<file path="src/rtl/uart_pkg.sv">
// uart_pkg: shared types and helpers for the UART transmit path.
//   uart_state_t   - transmitter FSM states
//   UART_DATA_BITS - payload bits per frame
//   bit_cycles()   - sys_clk cycles per line bit (truncating division)
package uart_pkg;

    typedef enum logic [2:0] {
        IDLE,
        START,
        DATA,
        PARITY,
        STOP
    } uart_state_t;

    localparam int UART_DATA_BITS = 8;

    function automatic int bit_cycles(input int freq, input int baud);
        return freq / baud;
    endfunction

endpackage

</file>
<file path="src/rtl/uart_tx_baud_gen.sv">
// uart_tx_baud_gen: bit-period timer for the UART transmitter.
// Counts 0..BIT_CYCLES-1 and wraps; bit_done is high for the single cycle
// in which the counter holds its last value.
// Ports:
//   sys_clk  - system clock
//   reset    - asynchronous active-high reset
//   clear    - synchronous restart of the bit period (frame start)
//   bit_done - one-cycle pulse at the end of every bit period
module uart_tx_baud_gen
    import uart_pkg::*;
#(
    parameter int SYS_CLK_FREQ = 200_000_000,
    parameter int BAUD_RATE    = 19200
) (
    input  logic sys_clk,
    input  logic reset,
    input  logic clear,
    output logic bit_done
);

    localparam int BIT_CYCLES = bit_cycles(SYS_CLK_FREQ, BAUD_RATE);
    localparam int CNT_W      = (BIT_CYCLES > 1) ? $clog2(BIT_CYCLES) : 1;
    localparam logic [CNT_W-1:0] CNT_LAST = CNT_W'(BIT_CYCLES - 1);

    logic [CNT_W-1:0] bit_cnt;

    always_ff @(posedge sys_clk or posedge reset) begin
        if (reset) begin
            bit_cnt <= '0;
        end else if (clear || (bit_cnt == CNT_LAST)) begin
            bit_cnt <= '0;
        end else begin
            bit_cnt <= bit_cnt + CNT_W'(1);
        end
    end

    assign bit_done = (bit_cnt == CNT_LAST);

endmodule

</file>
<file path="src/rtl/uart_tx.sv">
// uart_tx: UART transmitter. Sends start bit, 8 data bits LSB first,
// optional parity bit, then STOP_BITS stop bits. Bit timing comes from an
// internal divider of sys_clk.
// Build option: define UART_TX_PARITY_EN to insert a parity bit after the
// data bits (even parity, or odd when PARITY_ODD = 1).
// Ports:
//   sys_clk  - system clock
//   reset    - asynchronous active-high reset
//   tx_data  - byte to send, sampled on handshake
//   tx_valid - tx_data is valid
//   tx_ready - transmitter idle, byte will be accepted
//   tx_out   - serial line, idles high
//   tx_busy  - frame in progress
//
// state  | meaning
// IDLE   | line high, waiting for tx_valid
// START  | line low for one bit period
// DATA   | shifting out data bits LSB first, bit_idx 0..7
// PARITY | parity bit for one bit period (UART_TX_PARITY_EN only)
// STOP   | line high for STOP_BITS bit periods, bit_idx counts stop bits
module uart_tx
    import uart_pkg::*;
#(
    parameter int SYS_CLK_FREQ = 200_000_000,
    parameter int BAUD_RATE    = 19200,
    parameter int STOP_BITS    = 1,
    parameter int PARITY_ODD   = 0
) (
    input  logic       sys_clk,
    input  logic       reset,
    input  logic [7:0] tx_data,
    input  logic       tx_valid,
    output logic       tx_ready,
    output logic       tx_out,
    output logic       tx_busy
);

    localparam logic [2:0] LAST_DATA = 3'(UART_DATA_BITS - 1);
    localparam logic [2:0] LAST_STOP = 3'(STOP_BITS - 1);

    if (STOP_BITS != 1 && STOP_BITS != 2) begin : g_bad_stop_bits
        $error("uart_tx: STOP_BITS must be 1 or 2");
    end
    if (PARITY_ODD != 0 && PARITY_ODD != 1) begin : g_bad_parity_odd
        $error("uart_tx: PARITY_ODD must be 0 or 1");
    end

    uart_state_t state;
    logic [7:0]  shift;
    logic [2:0]  bit_idx;
    logic        bit_done;
    logic        handshake;
`ifdef UART_TX_PARITY_EN
    logic        parity_bit;
`endif

    assign tx_ready  = (state == IDLE);
    assign handshake = tx_valid && tx_ready;

    // Restarting the divider at the handshake aligns every bit period to the
    // start bit, independent of where the free-running count was.
    uart_tx_baud_gen #(
        .SYS_CLK_FREQ (SYS_CLK_FREQ),
        .BAUD_RATE    (BAUD_RATE)
    ) u_baud_gen (
        .sys_clk  (sys_clk),
        .reset    (reset),
        .clear    (handshake),
        .bit_done (bit_done)
    );

    // tx_out and tx_busy are loaded with the value for the state being
    // entered, so they change on the same edge as the state itself.
    always_ff @(posedge sys_clk or posedge reset) begin
        if (reset) begin
            state   <= IDLE;
            shift   <= '0;
            bit_idx <= '0;
            tx_out  <= 1'b1;
            tx_busy <= 1'b0;
`ifdef UART_TX_PARITY_EN
            parity_bit <= 1'b0;
`endif
        end else begin
            case (state)
                IDLE: begin
                    tx_out  <= 1'b1;
                    tx_busy <= 1'b0;
                    if (tx_valid) begin
                        shift   <= tx_data;
                        bit_idx <= '0;
`ifdef UART_TX_PARITY_EN
                        parity_bit <= (^tx_data) ^ (PARITY_ODD != 0);
`endif
                        state   <= START;
                        tx_out  <= 1'b0;
                        tx_busy <= 1'b1;
                    end
                end
                START: begin
                    if (bit_done) begin
                        state  <= DATA;
                        tx_out <= shift[0];
                    end
                end
                DATA: begin
                    if (bit_done) begin
                        shift <= shift >> 1;
                        if (bit_idx == LAST_DATA) begin
                            bit_idx <= '0;
`ifdef UART_TX_PARITY_EN
                            state  <= PARITY;
                            tx_out <= parity_bit;
`else
                            state  <= STOP;
                            tx_out <= 1'b1;
`endif
                        end else begin
                            bit_idx <= bit_idx + 3'd1;
                            tx_out  <= shift[1];
                        end
                    end
                end
`ifdef UART_TX_PARITY_EN
                PARITY: begin
                    if (bit_done) begin
                        state  <= STOP;
                        tx_out <= 1'b1;
                    end
                end
`endif
                STOP: begin
                    if (bit_done) begin
                        if (bit_idx == LAST_STOP) begin
                            bit_idx <= '0;
                            state   <= IDLE;
                            tx_busy <= 1'b0;
                        end else begin
                            bit_idx <= bit_idx + 3'd1;
                        end
                    end
                end
                default: begin
                    state   <= IDLE;
                    tx_out  <= 1'b1;
                    tx_busy <= 1'b0;
                end
            endcase
        end
    end

endmodule

</file>
<file path="config.mk">
export PLATFORM = sky130hd
export DESIGN_NAME = uart_tx
export DESIGN_NICKNAME = d
export VERILOG_FILES = /design/src/rtl/uart_pkg.sv /design/src/rtl/uart_tx_baud_gen.sv /design/src/rtl/uart_tx.sv
export SDC_FILE = /design/constraint.sdc
export NUM_CORES = 1
export LEC_CHECK = 0
export ABC_AREA = 1
export BUFFER_PORTS_ARGS = -buffer_cell sky130_fd_sc_hd__buf_2
export CORE_ASPECT_RATIO = 1.1
export CORE_UTILIZATION = 53
export CTS_CLUSTER_DIAMETER = 50
export DETAILED_ROUTE_END_ITERATION = 12
export MAX_ROUTING_LAYER = met4
export PLACE_DENSITY = 0.86
export SYNTH_ARGS = -nofsm -noshare
export SYNTH_HDL_FRONTEND = slang
export SYNTH_SLANG_ARGS = --single-unit
</file>
<file path="constraint.sdc">
create_clock -name sys_clk -period 1.3 [get_ports sys_clk]
set_input_delay 0.195 -clock sys_clk [delete_from_list [all_inputs] [get_ports sys_clk]]
set_output_delay 0.195 -clock sys_clk [all_outputs]
set_load 0.005 [all_outputs]
</file>
* Word level (Yosys, flattened, before mapping)
Cells that the tools add are included.
** Word-level totals
- Flip-flop bits (word level) :: 30
- Input bits :: 11
- Output and inout bits :: 3
- Word-level logic and storage cells :: 59
** Operators by class
- Add/sub/neg operators :: 2
- Eq/ne operators :: 11
- Multiplexer cells :: 26
- Bitwise operators :: 2
- Reductions and logical operators :: 12
** Operators by type and width (number)
- $mux 3 :: 11
- $mux 8 :: 2
- $pmux 8 s2 :: 1
- $add 14x1->14 const B :: 1
- $eq 14x14->1 const B :: 1
- $mux 14 :: 1
- $ne 2x2->1 const B :: 6
- $pmux 3 s4 :: 1
- $pmux 3 s3 :: 1
- $reduce_and 3->1 :: 3
- $mux 1 :: 7
- $eq 3x3->1 const B :: 2
- $logic_not 3->1 :: 2
- $reduce_and 6->1 :: 1
- $pmux 1 s4 :: 1
- $reduce_and 4->1 :: 1
- $add 3x1->3 const B :: 1
- $eq 3x1->1 const B :: 1
- $eq 3x2->1 const B :: 1
- $pmux 1 s3 :: 1
- $reduce_bool 3->1 :: 1
- $not 1->1 :: 2
- $reduce_bool 2->1 :: 1
- $reduce_or 2->1 :: 1
- other kinds (2) :: 2

* Logic depth before layout (Yosys ltp)
Gate-level depths: netlist (run 1).
- Depth in word-level cells :: 4
- Depth in mapped cells :: 10
- Mapped depth without buffers :: 9

* By module
From an unflattened synthesis (run 1), not the netlist that was laid out.
** Second synthesis, totals
- Cells, all modules :: 233
- Area, all modules :: 1750.4 um^2
** By module, submodules not included
- uart_tx :: instances 1, cells each 122, area each 940.9 um^2, sequential area each 401.6 um^2
- uart_tx_baud_gen :: instances 1, cells each 111, area each 809.5 um^2, sequential area each 350.3 um^2

* Worst setup path after synthesis (run 1)
No wires, ideal clock.
- Path kind :: register to register
- Start point :: register u_baud_gen.bit_cnt[0]
- End point :: register shift[3]
- Library setup time :: 0.119 ns
- Arrival time :: 1.302 ns
- Data required time :: 1.181 ns
- Setup slack :: -0.121 ns
- Cell stages (with the launch flop) :: 10
- Path buffers :: 1
- Clock period less this slack :: 1.421 ns
- Cells stage by stage :: dfrtp_1 -> ha_1 -> nand3_2 -> nor2_2 -> nand2_4 -> nand2_2 -> nand2_4 -> buf_6 -> nand2_1 -> o21ai_2
** On the way
- Word-level cells in the longest chain between the ends :: 3
** RTL lines
- start: declaration :: RTL line uart_tx_baud_gen.sv:25 : logic [CNT_W-1:0] bit_cnt;
- start signal: assignment :: RTL line uart_tx_baud_gen.sv:33 : bit_cnt <= bit_cnt + CNT_W'(1);
- $eq 14x14->1 :: RTL line uart_tx_baud_gen.sv:37 : assign bit_done = (bit_cnt == CNT_LAST);
- $ne 2x2->1 (no source line)
- $reduce_and 3->1 (no source line)
- end signal: assignment :: RTL line uart_tx.sv:90 : shift <= tx_data;
- end signal: assignment :: RTL line uart_tx.sv:108 : shift <= shift >> 1;
- end: declaration :: RTL line uart_tx.sv:49 : logic [7:0] shift;
Every way passes these cells.
A chain may end at the register's enable or synchronous reset.

* Worst setup path after layout (run 1)
- Start point :: register u_baud_gen.bit_cnt[0]
- End point :: register bit_idx[2]
** On the way
- Word-level cells in the longest chain between the ends :: 3
- Elaborated cells on any way between the ends :: 4
- Classes of those cells :: eq/ne (3); reduce/logical (1)
** RTL lines
- $eq 14x14->1 (*) :: RTL line uart_tx_baud_gen.sv:37
- $ne 2x2->1 (no source line)
- $reduce_and 4->1 (no source line) (*)
- end signal: assignment :: RTL line uart_tx.sv:119 : bit_idx <= bit_idx + 3'd1;
- end signal: assignment :: RTL line uart_tx.sv:139 : bit_idx <= bit_idx + 3'd1;
- end: declaration :: RTL line uart_tx.sv:50 : logic [2:0] bit_idx;
Mark *: on every way between the ends. The rest lies on a longest branch, timed or not.

==> results of run 1 <==
logic make-up (layout without fill, tap and decap cells):
kind of cell               count (synthesis)  after routing  synth area share
and+or+nand+nor                          102            103             0.291
DFF                                       30             30             0.456
buffers and inverters                     27             89            0.0713
AOI/OAI and AO/OA                         26             26            0.0926
muxes                                      7              7            0.0425
adders and majority gates                  4              4            0.0304
xor gates and xnor gates                   3              3            0.0159
synthesized netlist by cell type:
master	count
dfstp_2	1
a21oi_2	1
nand3b_1	1
nand2_1	50
mux2i_1	7
nand3_1	7
inv_2	3
xor2_1	2
o21ai_1	9
nand2_4	2
dfrtp_1	29
buf_6	2
o21bai_2	1
nand4_1	2
a21oi_1	6
nor3_1	9
nor2_4	2
nand3_2	1
nor4_1	1
xnor2_1	1
nor3b_1	2
buf_2	1
nand2_2	2
nor2_1	18
o21ai_2	2
inv_1	21
nor2_2	4
nand3b_2	1
o21ai_0	5
o21a_1	2
ha_1	4
layer usage:
layer,GRT usage,share of wire,vias up
li1,-,-,768
met1,0.328,0.36,844
met2,0.525,0.50,117
met3,0.0927,0.063,50
met4,0.139,0.083,0
met5,-,0,-
critical path: stages, from the launching register on:
cell     delay [ns]
dfrtp_1        0.42
ha_4           0.17
nand3_4        0.10
nor2_4         0.19
nand2_8        0.12
o21ai_1        0.18
nand2_2        0.15
nand2_1        0.12
o21ai_1        0.07
registers in the layout, summed over array words and instances, names as in the netlist:
signal / cells
shift: 8
state: 3
u_baud_gen.bit_cnt: 14
tx_out: 1
tx_busy: 1
bit_idx: 3
worst min path at each step:
stage | slack (ns) | depth (start not counted) | start | endpoint
floorplan | 0.29 | 1 | reset | bit_idx[0]
detailed placement | 0.29 | 3 | reset | shift[3]
finish | 0.11 | 3 | tx_data[7] | shift[7]
global placement | 0.28 | 3 | reset | tx_busy
global route | 0.10 | 3 | tx_data[7] | shift[7]
CTS | 0.10 | 3 | tx_data[7] | shift[7]
layout make-up:
cell class                      count  area [um^2]
Tap cell                           33         41.3
Clock inverter                      1         5.00
Timing Repair Buffer               57          462
Multi-Input combinational cell    143         1200
Fill cell                         117          245
Clock buffer                        7         55.1
Inverter                           24         92.6
Sequential cell                    30          753
power by group through the flow:
stage,sequential (mW),combinational (mW),clock [mW]
after floorplan,1.43,1.31,0
after global placement,1.46,1.66,0
after detailed placement,1.47,1.77,0
after CTS,1.45,2.27,0.598
after global routing,1.55,3.46,0.646
final,1.53,3.32,0.624
stage by stage:
step	util	area (um^2)
after floorplan	-	1680
after global placement	0.683	1950
after detailed placement	0.683	1950
after CTS	0.780	2230
after global routing	0.914	2610
final	0.914	2610
what timing repair did:
| item | 4_1_cts | 5_1_grt |
|---|---|---|
| buffers inserted | 11 | 6 |
| pin swaps | 8 | 24 |
| setup endpoints to repair | 29 | 31 |
| endpoints found under the hold margin | 29 | 0 |
| hold buffers | 1 | 0 |
| cloned | 1 | 1 |
| gates resized for setup | 27 | 78 |
==> flow_metrics.tcl, run 1 <==
set metrics [dict create \
    synth_area_leader_cell "dfrtp_1" \
    nets 276 \
    via_count 1779 \
    endpoint "bit_idx[2]" \
    timing.hold.ws_ns 0.108 \
    drive_gt1_frac 0.546 \
    crit_path_start "u_baud_gen.bit_cnt[0]" \
    min_period_ns 1.63 \
    setup_viol 31 \
    cts_made_buffers 5 \
    arrival_ns 1.87 \
    synth_cell_type_count 31 \
    rows 20 \
    ys_seq_area_frac 0.456 \
    syn_area_um2 1650 \
    h-tree-depth 2 \
    max_freq_mhz 613 \
    post-route-period-util 1.26 \
    dp_hpwl_um 2600 \
    grt_max_degree 31 \
    endpoint_kind "register" \
    power.share.clock 0.114 \
    path_clk_slew_ns 0.10 \
    core-area_um2 2850 \
    grt_pass1_vias 1598 \
    pwr-share-seq 0.280 \
    grt.total_usage 0.311 \
    die_area_um2 3340 \
    clkSinkCount 30 \
    r2r_start "u_baud_gen.bit_cnt[0]" \
    power_density_nw_per_um2 2100 \
    overflow 0 \
    path_max_fanout 7 \
    required_ns 1.54 \
    tritoncts "done" \
    switching_share 0.462 \
    dp_cells 267 \
    diodes 0 \
    clock_latency_ns 0.35 \
    hold_viol_final 0 \
    drtAntennaViolNets 0 \
    setup_ws_ns -0.332 \
    worstMarginPinSlew_ns 0.397 \
    area_growth_pct 58.1 \
    power.total_mw 5.48 \
    drt-initial-drc-count 79 \
    ys_seq_elements 30 \
    postSynthCellCount 199 \
    r2r_slack_ns -0.33 \
    avgSynthCellArea_um2 8.29 \
    rr_worst_depth 8 \
    grt_pass1_wl_um 6930 \
    clock_path_buffers 2 \
    setup.worst_path.start_class "register" \
    slew_violations 0 \
    routed_via_density 6.03 \
    drc 0 \
    power_frac_comb 0.606 \
    final_common_cell "buf_4" \
    initial_core_util 0.578 \
    die_width_um 55.2 \
    cap_violations 0 \
    setup_tns_ns -5.06 \
    antenna_found_initial 0 \
    synth.top_cell.area_share 0.440 \
    ys_warn_count 0 \
    syn_nets 214 \
    mostFrequentLayoutCells "buf_4 (32), nand2_1 (30), dfrtp_1 (28)" \
    power.switching_mw 2.53 \
    peakVddDrop_uv 1690 \
    gp_congestion 0.878 \
    internal_power_mw 2.95 \
    violations "setup timing" \
    fin_skew_ns 0.00392 \
    firstDrtPassIters 4 \
    place_ws_ns -0.102 \
    synth_area_leaders "dfrtp_1 (44%), nand2_1 (11%), inv_1 (4.8%), mux2i_1 (4.2%), nor2_1 (4.1%)" \
    portBuffers 13 \
    ios 14 \
    die_y_um 60.5 \
    hold_class "input pin to register" \
    wl_um 6140 \
    status "finished with violations" \
    avgRoutedWirePerCell_um 20.8 \
    worstReg2RegEnd "bit_idx[2]" \
    final_cell_count_no_fill 295 \
    slew_headroom 0.735 \
    rsz0062_at_grt "true" \
    p_leak_nw 1.26 \
    crit_type "register to register" \
    cts-root-buf "clkbuf_4" \
]
Power figures use the tool's default switching activity.
==> run 2, diff against run 1 <==
- CORE_ASPECT_RATIO: 1.1 -> 1.5
- SKIP_LAST_GASP: unset -> 1
==> run 2 against run 1 <==
- the flow still finishes with violations (setup timing)
- non-clock buffer count is 8 lower
- critical path depth stayed put
- power is 9.6% lower
- core utilization decreased by 11 points
- register-to-register slack gained 0.12 ns
- design area shrank 9.3%
- count of clock-buffer cells in the layout did not move
- clock skew increased by 0.0018 ns
- sequential power about the same
- combinational power decreased by 20%
- clock power rose by 25%
==> flow_metrics.tcl, run 2 (synthesis gave the netlist of run 1 again) <==
set metrics [dict create \
    status "finished with violations" \
    violations "setup timing" \
    drtAntennaViolNets 0 \
    worstReg2RegEnd "state[1]" \
    final_cell_count_no_fill 293 \
    avgRoutedWirePerCell_um 17.9 \
    grt_max_degree 24 \
    cap_violations 0 \
    timing.hold.ws_ns 0.171 \
    switching_share 0.434 \
    fin_util 0.804 \
    setup_ws_ns -0.212 \
    critPathTopFamily "simple AND/OR/NAND/NOR gates" \
    ios 14 \
    nets 268 \
    grt.total_usage 0.325 \
    hold_class "input pin to register" \
    final_common_cell "nand2_1" \
    power_density_nw_per_um2 2090 \
    wl_um 5250 \
    r2r_slack_ns -0.21 \
    worst_hold_path.endpoint "shift[7]" \
    drt-initial-drc-count 101 \
    drc 0 \
    setup.worst_path.start_class "register" \
    antenna_found_initial 0 \
    grt_pass1_wl_um 7440 \
    clock_path_buffers 2 \
    firstDrtPassIters 4 \
    rr_worst_depth 8 \
    path_max_fanout 7 \
    hold_viol_final 0 \
    setup_viol 31 \
    cts_made_buffers 5 \
    mostFrequentLayoutCells "nand2_1 (36), buf_4 (30), dfrtp_1 (28)" \
    p_leak_nw 1.21 \
    endpoint_kind "register" \
    largest_reg_flops 14 \
    area_growth_pct 43.4 \
    place_ws_ns -0.105 \
    diodes 0 \
    drive_gt1_frac 0.449 \
    crit_path_top_delay_cell "dfrtp_1" \
    pwr-share-seq 0.304 \
    critPathMaxStageDelay_ns 0.41 \
    required_ns 1.47 \
    die_area_um2 3340 \
    crit_top_cell "nand2_1" \
    gp_congestion 0.945 \
    min_from "tx_data[7]" \
    largestRegisters "u_baud_gen.bit_cnt x14, shift x8" \
    min_period_ns 1.51 \
    dp_cells 273 \
    fin_skew_ns 0.00570 \
    worstMarginPinSlew_ns 0.352 \
    crit_type "register to register" \
    routed_via_density 5.82 \
    grt_pass1_vias 1651 \
    initial_core_util 0.560 \
    max_freq_mhz 661 \
    overflow 0 \
    internal_power_mw 2.80 \
    slew_headroom 0.765 \
    largest_register "u_baud_gen.bit_cnt" \
    core-area_um2 2940 \
    setup_tns_ns -4.25 \
    h-tree-depth 2 \
    power.share.clock 0.158 \
    rows 24 \
    arrival_ns 1.68 \
    rsz0062_at_grt "true" \
    path_clk_slew_ns 0.06 \
    crit_path_cell_trace "nor2_2 > nand2_1 > nor2_4 > nand2_4 > o21bai_4 > nand2_1 > nand2_1 > nand2_1" \
    via_count 1704 \
    clkSinkCount 30 \
    power_frac_comb 0.538 \
    slew_violations 0 \
    hold-path-cell-count 3 \
    portBuffers 13 \
    die_width_um 47.5 \
    dp_hpwl_um 2640 \
    peakVddDrop_uv 1640 \
    r2r_start "u_baud_gen.bit_cnt[4]" \
    die_y_um 70.3 \
    power.switching_mw 2.15 \
    post-route-period-util 1.16 \
    cts-root-buf "clkbuf_8" \
    tritoncts "done" \
    crit_buf_inv 0 \
    clock_latency_ns 0.29 \
]
-- run 2: cell count changes in the layout (fill, tap and decap cells not counted), moves of 3 or more --
cell / before / now
nor2_4: 7 / 4
nand2_4: 8 / 4
nand2_8: 6 / 3
nand2_1: 30 / 36
nand3_1: 3 / 7
clkbuf_8: 1 / 6
nor2_1: 10 / 15
buf_6: 9 / 5
o21ai_1: 11 / 8
nand3_4: 4 / 1
clkbuf_4: 5 / 0
-- run 2: worst reg2reg max path, delay by kind of cell, from the launching register on --
family / cells / cell delay [ns]
simple gates: 7 / 0.75
compound gates: 1 / 0.23
flops: 1 / 0.41
-- run 2: layer usage --
layer / GRT usage / part of all wire
met5: - / 0
met4: 0.142 / 0.050
met2: 0.519 / 0.54
met1: 0.381 / 0.35
met3: 0.0620 / 0.054
-- run 2: worst max-delay path by stage --
stage                           from       end  slack, ns  cells after the start
6_report       u_baud_gen.bit_cnt[4]  state[1]      -0.21                      8
5_1_grt        u_baud_gen.bit_cnt[4]   tx_busy      -0.28                      8
2_1_floorplan  u_baud_gen.bit_cnt[0]  shift[1]      -0.01                      9
3_3_place_gp              bit_idx[0]   tx_busy      -0.08                      9
4_1_cts                     state[0]  tx_ready      -0.12                      5
3_5_place_dp              bit_idx[0]   tx_busy      -0.11                      9
-- run 2: per-stage QoR --
stage          total power [mW]  cell area [um^2]
2_1_floorplan              2.74              1680
3_3_place_gp               3.15              1970
3_5_place_dp               3.25              1970
4_1_cts                    4.58              2290
5_1_grt                    5.21              2360
6_report                   4.95              2360
-- run 2: repair_timing --
action | in CTS | in global routing
setup buffers | 6 | 4
hold buffers | 1 | 0
endpoints found under the setup margin | 25 | 31
gates cloned | 1 | 0
pin swaps | 9 | 7
resized for setup | 40 | 14
hold endpoints to repair | 7 | 0
-- run 2: final cells by class --
| cell class | count | area, um^2 |
|---|---|---|
| Sequential cell | 30 | 753 |
| Tap cell | 39 | 48.8 |
| Clock inverter | 1 | 5.00 |
| Multi-Input combinational cell | 143 | 1010 |
| Inverter | 24 | 92.6 |
| Fill cell | 179 | 578 |
| Clock buffer | 7 | 86.3 |
| Timing Repair Buffer | 49 | 372 |
-- run 2: power by group through the flow --
stage	clock network (mW)	logic, mW	registers, mW
after detailed placement	0	1.78	1.47
after floorplan	0	1.31	1.43
after global placement	0	1.70	1.45
after global routing	0.825	2.86	1.53
final	0.783	2.66	1.51
after CTS	0.778	2.34	1.47
==> run 3, diff against run 2 <==
- CORE_UTILIZATION: 53 -> 55
- CTS_BUF_LIST: unset -> sky130_fd_sc_hd__clkbuf_4 sky130_fd_sc_hd__clkbuf_8
- PLACE_DENSITY: 0.86 -> 0.88
==> run 3 against run 2 <==
- the run still ends with setup timing left
- sequential share of layout area down 0.37 points
- setup slack worse by 0.024 ns
- final cell count down 1.0%
- die area down 3.5%
- combinational power down 5%
- hold slack worse by 0.040 ns
- register-to-register slack worse by 0.02 ns
- highest routed layer unchanged
==> flow_metrics.tcl, run 3 (synthesis gave the netlist of run 1 again) <==
set metrics [dict create \
    grt_pass1_wl_um 7830 \
    final_area_um2 2390 \
    status "finished with violations" \
    power_density_nw_per_um2 2070 \
    cts_made_buffers 5 \
    wl_um 4960 \
    hold_class "input pin to register" \
    peakVddDrop_uv 1740 \
    via_count 1607 \
    setup_viol 31 \
    power.total_mw 4.95 \
    area_growth_pct 45.1 \
    crit_type "register to register" \
    routed_via_density 5.54 \
    arrival_ns 1.72 \
    die_y_um 69.1 \
    max_freq_mhz 651 \
    portBuffers 13 \
    place_area_um2 1950 \
    cts-root-buf "clkbuf_8" \
    post-route-period-util 1.18 \
    nets 265 \
    rsz0062_at_grt "true" \
    setup_ws_ns -0.236 \
    die_area_um2 3230 \
    firstDrtPassIters 4 \
    largest_register "u_baud_gen.bit_cnt" \
    largest_reg_flops 14 \
    final_common_cell "nand2_1" \
    min_period_ns 1.54 \
    core-area_um2 2880 \
    grt_max_degree 31 \
    min_from "tx_data[7]" \
    diodes 0 \
    grt.total_usage 0.352 \
    slew_headroom 0.744 \
    initial_core_util 0.572 \
    largestRegisters "u_baud_gen.bit_cnt x14, shift x8" \
    dp_hpwl_um 2550 \
    clock_path_buffers 2 \
    overflow 0 \
    die_width_um 46.7 \
    timing.hold.ws_ns 0.131 \
    cap_violations 0 \
    fillers 170 \
    worstReg2RegEnd "shift[2]" \
    clkSinkCount 30 \
    h-tree-depth 2 \
    grt_pass1_vias 1679 \
    avgRoutedWirePerCell_um 17.1 \
    rows 24 \
    drc 0 \
    setup.worst_path.start_class "register" \
    drive_gt1_frac 0.454 \
    r2r_slack_ns -0.24 \
    hold_viol_final 0 \
    clock_latency_ns 0.30 \
    tritoncts "done" \
    slew_violations 0 \
    ios 14 \
    hold-path-cell-count 3 \
    worstMarginPinSlew_ns 0.385 \
    drtAntennaViolNets 0 \
    path_clk_slew_ns 0.07 \
    violations "setup timing" \
    antenna_found_initial 0 \
    mostFrequentLayoutCells "nand2_1 (35), dfrtp_1 (28), buf_4 (26)" \
    gp_congestion 0.937 \
    drt-initial-drc-count 71 \
    path_max_fanout 8 \
    endpoint_kind "register" \
    required_ns 1.48 \
    p_leak_nw 1.22 \
    rr_worst_depth 8 \
    fin_skew_ns 0.00580 \
    worst_hold_path.endpoint "shift[7]" \
    r2r_start "u_baud_gen.bit_cnt[1]" \
]
==> run 3: cell type report <==
type | instances | area [um^2] | share of cell area
Multi-Input combinational cell | 143 | 1020 | 0.428
Sequential cell | 30 | 753 | 0.315
Timing Repair Buffer | 46 | 367 | 0.153
Clock buffer | 8 | 110 | 0.0460
Inverter | 24 | 90.1 | 0.0377
Tap cell | 39 | 48.8 | 0.0204
==> run 3: timing repair <==
| action | 4_1_cts | 5_1_grt |
|---|---|---|
| setup buffers | 8 | 1 |
| hold buffers | 1 | 0 |
| resized for setup | 44 | 13 |
| setup endpoints to repair | 30 | 31 |
| cloned | 2 | 0 |
| pin swaps | 11 | 4 |
| endpoints found under the hold margin | 29 | 0 |
==> run 3: power by group <==
part           switching, mW  leakage (nW)  total [mW]  internal, mW
clock network          0.386        0.0575       0.921         0.534
registers              0.282         0.391        1.51          1.23
logic                   1.41         0.775        2.52          1.11
total                   2.08          1.22        4.95          2.87
==> run 3: per-layer routing <==
layer	vias to the layer above	track usage	routed length, um
met5	-	-	0
met4	0	0.178	309
met3	29	0.0838	222
met2	67	0.571	2670
met1	771	0.380	1750
li1	740	-	-
==> run 3: worst max-delay path by stage <==
stage                          start                endpoint  slack, ns  cells past startpoint
3_3_place_gp              bit_idx[0]                  tx_out      -0.06                      6
5_1_grt        u_baud_gen.bit_cnt[1]   u_baud_gen.bit_cnt[9]      -0.27                      8
4_1_cts                     state[1]                tx_ready      -0.14                      5
2_1_floorplan  u_baud_gen.bit_cnt[0]                shift[1]      -0.01                      9
6_report       u_baud_gen.bit_cnt[1]                shift[2]      -0.24                      8
3_5_place_dp   u_baud_gen.bit_cnt[2]  u_baud_gen.bit_cnt[11]      -0.11                      6
==> run 3: through the flow <==
stage          TNS [ns]  utilization  std cells  worst slack (ns)
2_1_floorplan   -0.0673            -        199           -0.0100
3_3_place_gp     -0.393        0.675        270           -0.0629
3_5_place_dp      -1.56        0.675        270            -0.114
4_1_cts           -1.39        0.810        289            -0.144
5_1_grt           -6.35        0.830        290            -0.270
6_report          -5.11        0.830        290            -0.236
==> run 3: worst max-delay path, stage by stage, from the launching register on <==
cell and delay, ns:
dfrtp_1 0.44, ha_4 0.18, nand3_4 0.11, nor2_4 0.13, nand2_4 0.13, nand2_4 0.16, nand2_8 0.09, nand2_1 0.09
o21ai_1 0.07
